==> src/rtl/seq_alu.sv <==
// seq_alu -- multi-cycle arithmetic unit (add, sub, mul, div, mod).
//
// Ports:
//   clk      rising-edge clock
//   rst_n    asynchronous active-low reset; aborts any running operation
//   start    operation request, taken only while busy=0
//   command  opcode: 0 ground, 1 add, 2 sub, 3 mul, 4 div, 5 mod, 6-15 ground
//   in_a     operand A (WIDTH bits), captured on accept
//   in_b     operand B (WIDTH bits), captured on accept
//   busy     high while the multiply or divide sequencer is iterating
//   done     one-cycle pulse; result/error are fresh in this cycle
//   result   2*WIDTH-bit result of the last completed operation (held)
//   error    error flag of the last completed operation (held with result)
//
// Handshake: a request is accepted on any rising edge where start=1 and the
// unit is in IDLE or DONE (busy=0). start seen while busy=1 is dropped, not
// queued. Every accepted request yields exactly one done pulse unless reset
// intervenes. Holding start high in a DONE cycle chains the next request, so
// single-cycle operations can complete on every clock.
//
// Optional feature: define SEQ_ALU_DIV_EN to build the restoring divider
// (commands 4/5). Without it, commands 4/5 finish in one cycle with
// result=0 and error=1.
//
// The FSM state is held in the signal 'state' for checkers to probe.

module seq_alu #(
    parameter int WIDTH = 16
) (
    input  logic               clk,
    input  logic               rst_n,
    input  logic               start,
    input  logic [3:0]         command,
    input  logic [WIDTH-1:0]   in_a,
    input  logic [WIDTH-1:0]   in_b,
    output logic               busy,
    output logic               done,
    output logic [2*WIDTH-1:0] result,
    output logic               error
);

    localparam int            CW       = (WIDTH > 1) ? $clog2(WIDTH) : 1;
    localparam logic [CW-1:0] CNT_LAST = CW'(WIDTH - 1);

    localparam logic [3:0] CMD_ADD = 4'd1;
    localparam logic [3:0] CMD_SUB = 4'd2;
    localparam logic [3:0] CMD_MUL = 4'd3;
    localparam logic [3:0] CMD_DIV = 4'd4;
    localparam logic [3:0] CMD_MOD = 4'd5;

    typedef enum logic [1:0] {
        ST_IDLE = 2'd0,
        ST_MUL  = 2'd1,
        ST_DONE = 2'd2
`ifdef SEQ_ALU_DIV_EN
        , ST_DIV = 2'd3
`endif
    } state_t;

    state_t             state;
    logic [CW-1:0]      cnt;

    // Shift-add multiplier: the multiplicand moves left and the multiplier
    // moves right each step, so iteration i adds A<<i when B[i]=1.
    logic [2*WIDTH-1:0] mcand;
    logic [WIDTH-1:0]   mplier;
    logic [2*WIDTH-1:0] acc;
    logic [2*WIDTH-1:0] mul_acc_next;

    // Add/sub is evaluated from the live inputs and only used on the accept
    // edge, so the result register is the only state it touches.
    logic [WIDTH-1:0]   as_b;
    logic [WIDTH:0]     as_sum;
    logic               as_ovf;

`ifdef SEQ_ALU_DIV_EN
    // Restoring divider: quo starts as the dividend and is shifted out MSB
    // first into the partial remainder while quotient bits shift in at LSB.
    logic [WIDTH-1:0]   dvsr;
    logic [WIDTH-1:0]   rem;
    logic [WIDTH-1:0]   quo;
    logic               is_mod;
    logic [WIDTH:0]     div_trial;
    logic               div_ge;
    logic [WIDTH-1:0]   div_rem_next;
    logic [WIDTH-1:0]   div_quo_next;
`endif

    always_comb begin
        as_b   = (command == CMD_SUB) ? ~in_b : in_b;
        as_sum = {1'b0, in_a} + {1'b0, as_b}
               + {{WIDTH{1'b0}}, (command == CMD_SUB)};
        // Same-sign operands producing a different-sign sum is exactly the
        // case where carry into the MSB differs from carry out of it.
        as_ovf = (in_a[WIDTH-1] == as_b[WIDTH-1])
              && (as_sum[WIDTH-1] != in_a[WIDTH-1]);
        mul_acc_next = mplier[0] ? (acc + mcand) : acc;
    end

`ifdef SEQ_ALU_DIV_EN
    always_comb begin
        div_trial    = {rem, quo[WIDTH-1]};
        div_ge       = (div_trial >= {1'b0, dvsr});
        // When div_ge holds the difference is below dvsr, so WIDTH bits suffice.
        div_rem_next = div_ge ? (div_trial[WIDTH-1:0] - dvsr) : div_trial[WIDTH-1:0];
        div_quo_next = {quo[WIDTH-2:0], div_ge};
    end
`endif

    always_ff @(posedge clk or negedge rst_n) begin
        if (!rst_n) begin
            state  <= ST_IDLE;
            cnt    <= '0;
            busy   <= 1'b0;
            done   <= 1'b0;
            result <= '0;
            error  <= 1'b0;
            mcand  <= '0;
            mplier <= '0;
            acc    <= '0;
`ifdef SEQ_ALU_DIV_EN
            dvsr   <= '0;
            rem    <= '0;
            quo    <= '0;
            is_mod <= 1'b0;
`endif
        end else begin
            done <= 1'b0;
            case (state)
                ST_MUL: begin
                    acc    <= mul_acc_next;
                    mcand  <= mcand << 1;
                    mplier <= mplier >> 1;
                    cnt    <= cnt + CW'(1);
                    if (cnt == CNT_LAST) begin
                        cnt    <= '0;
                        busy   <= 1'b0;
                        done   <= 1'b1;
                        result <= mul_acc_next;
                        error  <= 1'b0;
                        state  <= ST_DONE;
                    end
                end
`ifdef SEQ_ALU_DIV_EN
                ST_DIV: begin
                    rem <= div_rem_next;
                    quo <= div_quo_next;
                    cnt <= cnt + CW'(1);
                    if (cnt == CNT_LAST) begin
                        cnt    <= '0;
                        busy   <= 1'b0;
                        done   <= 1'b1;
                        result <= is_mod ? {{WIDTH{1'b0}}, div_rem_next}
                                         : {{WIDTH{1'b0}}, div_quo_next};
                        error  <= 1'b0;
                        state  <= ST_DONE;
                    end
                end
`endif
                ST_IDLE, ST_DONE: begin
                    if (start) begin
                        case (command)
                            CMD_ADD, CMD_SUB: begin
                                result <= {{(WIDTH-1){1'b0}}, as_sum};
                                error  <= as_ovf;
                                done   <= 1'b1;
                                state  <= ST_DONE;
                            end
                            CMD_MUL: begin
                                acc    <= '0;
                                mcand  <= {{WIDTH{1'b0}}, in_a};
                                mplier <= in_b;
                                cnt    <= '0;
                                busy   <= 1'b1;
                                state  <= ST_MUL;
                            end
                            CMD_DIV, CMD_MOD: begin
`ifdef SEQ_ALU_DIV_EN
                                if (in_b == '0) begin
                                    // Divide by zero short-circuits the sequencer.
                                    result <= (command == CMD_DIV)
                                            ? {{WIDTH{1'b0}}, {WIDTH{1'b1}}}
                                            : {{WIDTH{1'b0}}, in_a};
                                    error  <= 1'b1;
                                    done   <= 1'b1;
                                    state  <= ST_DONE;
                                end else begin
                                    rem    <= '0;
                                    quo    <= in_a;
                                    dvsr   <= in_b;
                                    is_mod <= (command == CMD_MOD);
                                    cnt    <= '0;
                                    busy   <= 1'b1;
                                    state  <= ST_DIV;
                                end
`else
                                result <= '0;
                                error  <= 1'b1;
                                done   <= 1'b1;
                                state  <= ST_DONE;
`endif
                            end
                            default: begin
                                result <= '0;
                                error  <= 1'b0;
                                done   <= 1'b1;
                                state  <= ST_DONE;
                            end
                        endcase
                    end else begin
                        state <= ST_IDLE;
                    end
                end
                default: begin
                    state <= ST_IDLE;
                    busy  <= 1'b0;
                end
            endcase
        end
    end

endmodule
==> config.mk <==
export PLATFORM = sky130hd
export DESIGN_NAME = seq_alu
export DESIGN_NICKNAME = d
export VERILOG_FILES = /design/src/rtl/seq_alu.sv
export SDC_FILE = /design/constraint.sdc
export NUM_CORES = 1
export LEC_CHECK = 0
export ABC_CLOCK_PERIOD_IN_PS = 4000
export CAP_MARGIN = 20
export CORE_MARGIN = 2
export CORE_UTILIZATION = 59
export CTS_CLUSTER_DIAMETER = 60
export DETAILED_ROUTE_END_ITERATION = 10
export PLACE_DENSITY = 0.84
export SYNTH_ARGS = -nofsm -noshare
export SYNTH_HDL_FRONTEND = slang
export SYNTH_SLANG_ARGS = --single-unit
==> constraint.sdc <==
create_clock -name clk -period 4 [get_ports clk]
set_input_delay 0.8 -clock clk [delete_from_list [all_inputs] [get_ports clk]]
set_output_delay 0.8 -clock clk [all_outputs]
set_load 0.01 [all_outputs]
==> results.toml <==
[critical_path]
r2r_setup_slack_ps = 930
critical_path_class = "input pin to flip-flop"
r2r_start = "mcand[0]"
r2r-end = "result[30]"
arrival_ps = 4090
crit_path_start_kind = "input pin"
startpoint = "command[3]"
cp.required_ps = 4300
cp-end-kind = "flip-flop"
cp_max_fo = 10
worst_r2r_path_depth = 11

[pwr]
vdd_ir_drop_max_v = 0.0004181
p_per_area_mw_per_mm2 = 480.1
p_leak_nw = 4.325

[placed_design]
place.gp.congestion = 0.9913
place_inst = 1159
hpwl_um = 15930
port_buffers = 73

[floorplanning]
num_rows = 42
coreArea_mm2 = 0.01319
die_x_um = 120.0
dieArea_mm2 = 0.01440
initial_core_util = 0.6017
io-pin-count = 74
die_y_um = 120.0

[detailed_routing]
wl_met3_um = 1569
route.vias.total = 7379
drc = 0
drt_pass1_iterations = 5
drt_iter0_markers = 631
viasPerCell = 6.196
ant_nets = 0
top_layer = "met4"
dr_wl_met2_um = 10940
m1WireLength_um = 9160
routed_wl_um = 22460
wl_per_cell_um = 18.86

[cells_and_area]
final_common_cell = "nand2_1"
num-fill-cells = 972
final_nets = 1090
mostFrequentLayoutCells = "179 x nand2_1, 120 x dfrtp_1, 113 x o21ai_0"
layoutNonFillerInstCount = 1191
layout-drive-gt1-share = 0.1025
syn_to_final_growth_pct = 21.79
n_antenna_cell = 0
utilization = 0.7328

[sta]
fin_skew_ps = 7.053
finalCritPeriodShare = 0.9485
max_slew_margin = 0.4961
fmax_mhz = 263.6
worst_pin_slew_ps = 748.0
fin_tns_setup_ps = 0
finalHoldViolCount = 0
finalSetupViolCount = 0
slew_violations = 0
fin_crit_ps = 3794
rsz0062_at_grt = "no"

[outcome]
status = "completed"

[yosys]
synthXorXnorAreaFrac = 0.05187
synth_seq_cells = 121
synth_top_cell_area_share = 0.3815
synthTopCellsByArea = "dfrtp_1 38%, nand2_1 8.5%, ha_1 7.4%"
syn_inst = 916
synth-main-ff-cell = "dfrtp_1"
synth.avg_cell_area_um2 = 8.664
seq_area_frac_synth = 0.3815
synth_top_family_by_area = "compound AO/OA/AOI/OAI gates"
synthesis.nets = 1004
synth_compound_area_frac = 0.2248
synthMuxAreaShare = 0.06243
synth_edf_count = 0
synth_cell_types = 72
synth-adder-area-share = 0.07914
yosys.area_share.simple = 0.1674
yosys_warnings = 0
syn_area_mm2 = 0.007936
ys_async_sr_fraction = 1.000
synth_top_area_cell = "dfrtp_1"

[job]
max-cap-violations = 0

[global_route]
gr-usage-all-layers = 0.3238
grt_overflow = 0
grt_pass1_vias = 7329
grt_antenna_before_repair = 0
grt_pass1_wl_um = 36220
grt_max_degree = 62

[clocking]
hold_buffers = 0
cts_setup_buffers = 0
cts.sinks = 121
post_cts_resized = 0
cts_tree = "yes"
path_clk_slew_ps = 60
clock_path_buffers = 2
root_buffer = "clkbuf_16"
cts_buffers = 17
htree_num_levels = 4
clk_latency_ps = 430

[min_path]
min_path_type = "input pin to async pin"
-- registers in the layout, summed over array words and instances, names as in the netlist --
register / cells
acc: 32
mcand: 32
result: 32
mplier: 16
cnt: 4
state: 2
busy: 1
done: 1
error: 1
-- cells by family (layout without fill, tap and decap cells) --
| kind of cell | Yosys count | after routing |
|---|---|---|
| DFF | 121 | 121 |
| AOI/OAI and AO/OA | 284 | 284 |
| buffers and inverters | 65 | 164 |
| and+or+nand+nor | 302 | 302 |
| xor gates and xnor gates | 47 | 47 |
| muxes | 48 | 48 |
| adders and majority gates | 49 | 49 |
-- cells in the mapped netlist, drive strengths merged (5+ instances only) --
cell type	instances
o21ai	120
xnor2	19
o21bai	5
mux2	9
and3	7
mux2i	39
nand2	180
nor2	47
a31oi	20
dfrtp	121
o31ai	9
a21oi	55
xor2	28
nand3	24
nand4	8
buf	9
a211oi	8
nor3	9
a21o	14
nand2b	6
inv	16
ha	47
nor2b	5
o211ai	12
clkbuf	38
-- how the worst max path moves through the flow --
stage,endpoint,slack (ps)
4_1_cts,error,210
6_report,error,210
3_5_place_dp,error,-70
2_1_floorplan,error,130
5_1_grt,error,120
3_3_place_gp,error,2
-- through the flow --
| step | setup slack [ps] | power, W | hold WS [ps] | cell area (µm²) |
|---|---|---|---|---|
| after floorplan | 127.1 | 0.002484 | 448.4 | 7936 |
| after global placement | 2.217 | 0.002899 | 461.0 | 9021 |
| after detailed placement | -71.57 | 0.002943 | 470.1 | 9021 |
| after CTS | 212.1 | 0.004624 | 298.4 | 9666 |
| after global routing | 116.4 | 0.004870 | 318.7 | 9666 |
| final | 205.9 | 0.004641 | 291.1 | 9666 |
-- area by class of cell --
type	count	area [µm²]	share of cell area
Timing Repair Buffer	114	1049	0.1085
Sequential cell	121	3029	0.3134
Multi-Input combinational cell	730	4656	0.4817
Inverter	18	67.56	0.006990
Tap cell	176	220.2	0.02278
Clock buffer	19	452.9	0.04686
Clock inverter	13	191.4	0.01981
-- metal layers --
metal	vias up	global-route usage
li1	3472	-
met1	3527	0.3998
met2	314	0.5426
met3	66	0.05703
met4	0	0.1684
met5	-	0
-- report_power, final --
part	total, W	switching (W)	internal (W)
logic	0.00135	0.000776	0.000577
registers	0.00161	0.000192	0.00142
clock network	0.00168	0.000595	0.00108
-- critical path, cell delays in order --
cell	delay, ps
clkdlybuf4s50_1	450
nor4b_4	380
buf_4	280
buf_4	190
xor2_1	90
ha_1	200
a21oi_1	140
o21bai_1	80
a21o_1	190
a21o_1	190
a221o_2	430
a31oi_4	210
xor2_1	110
o41ai_1	320
Note: power is estimated with default switching activity, not from simulation.
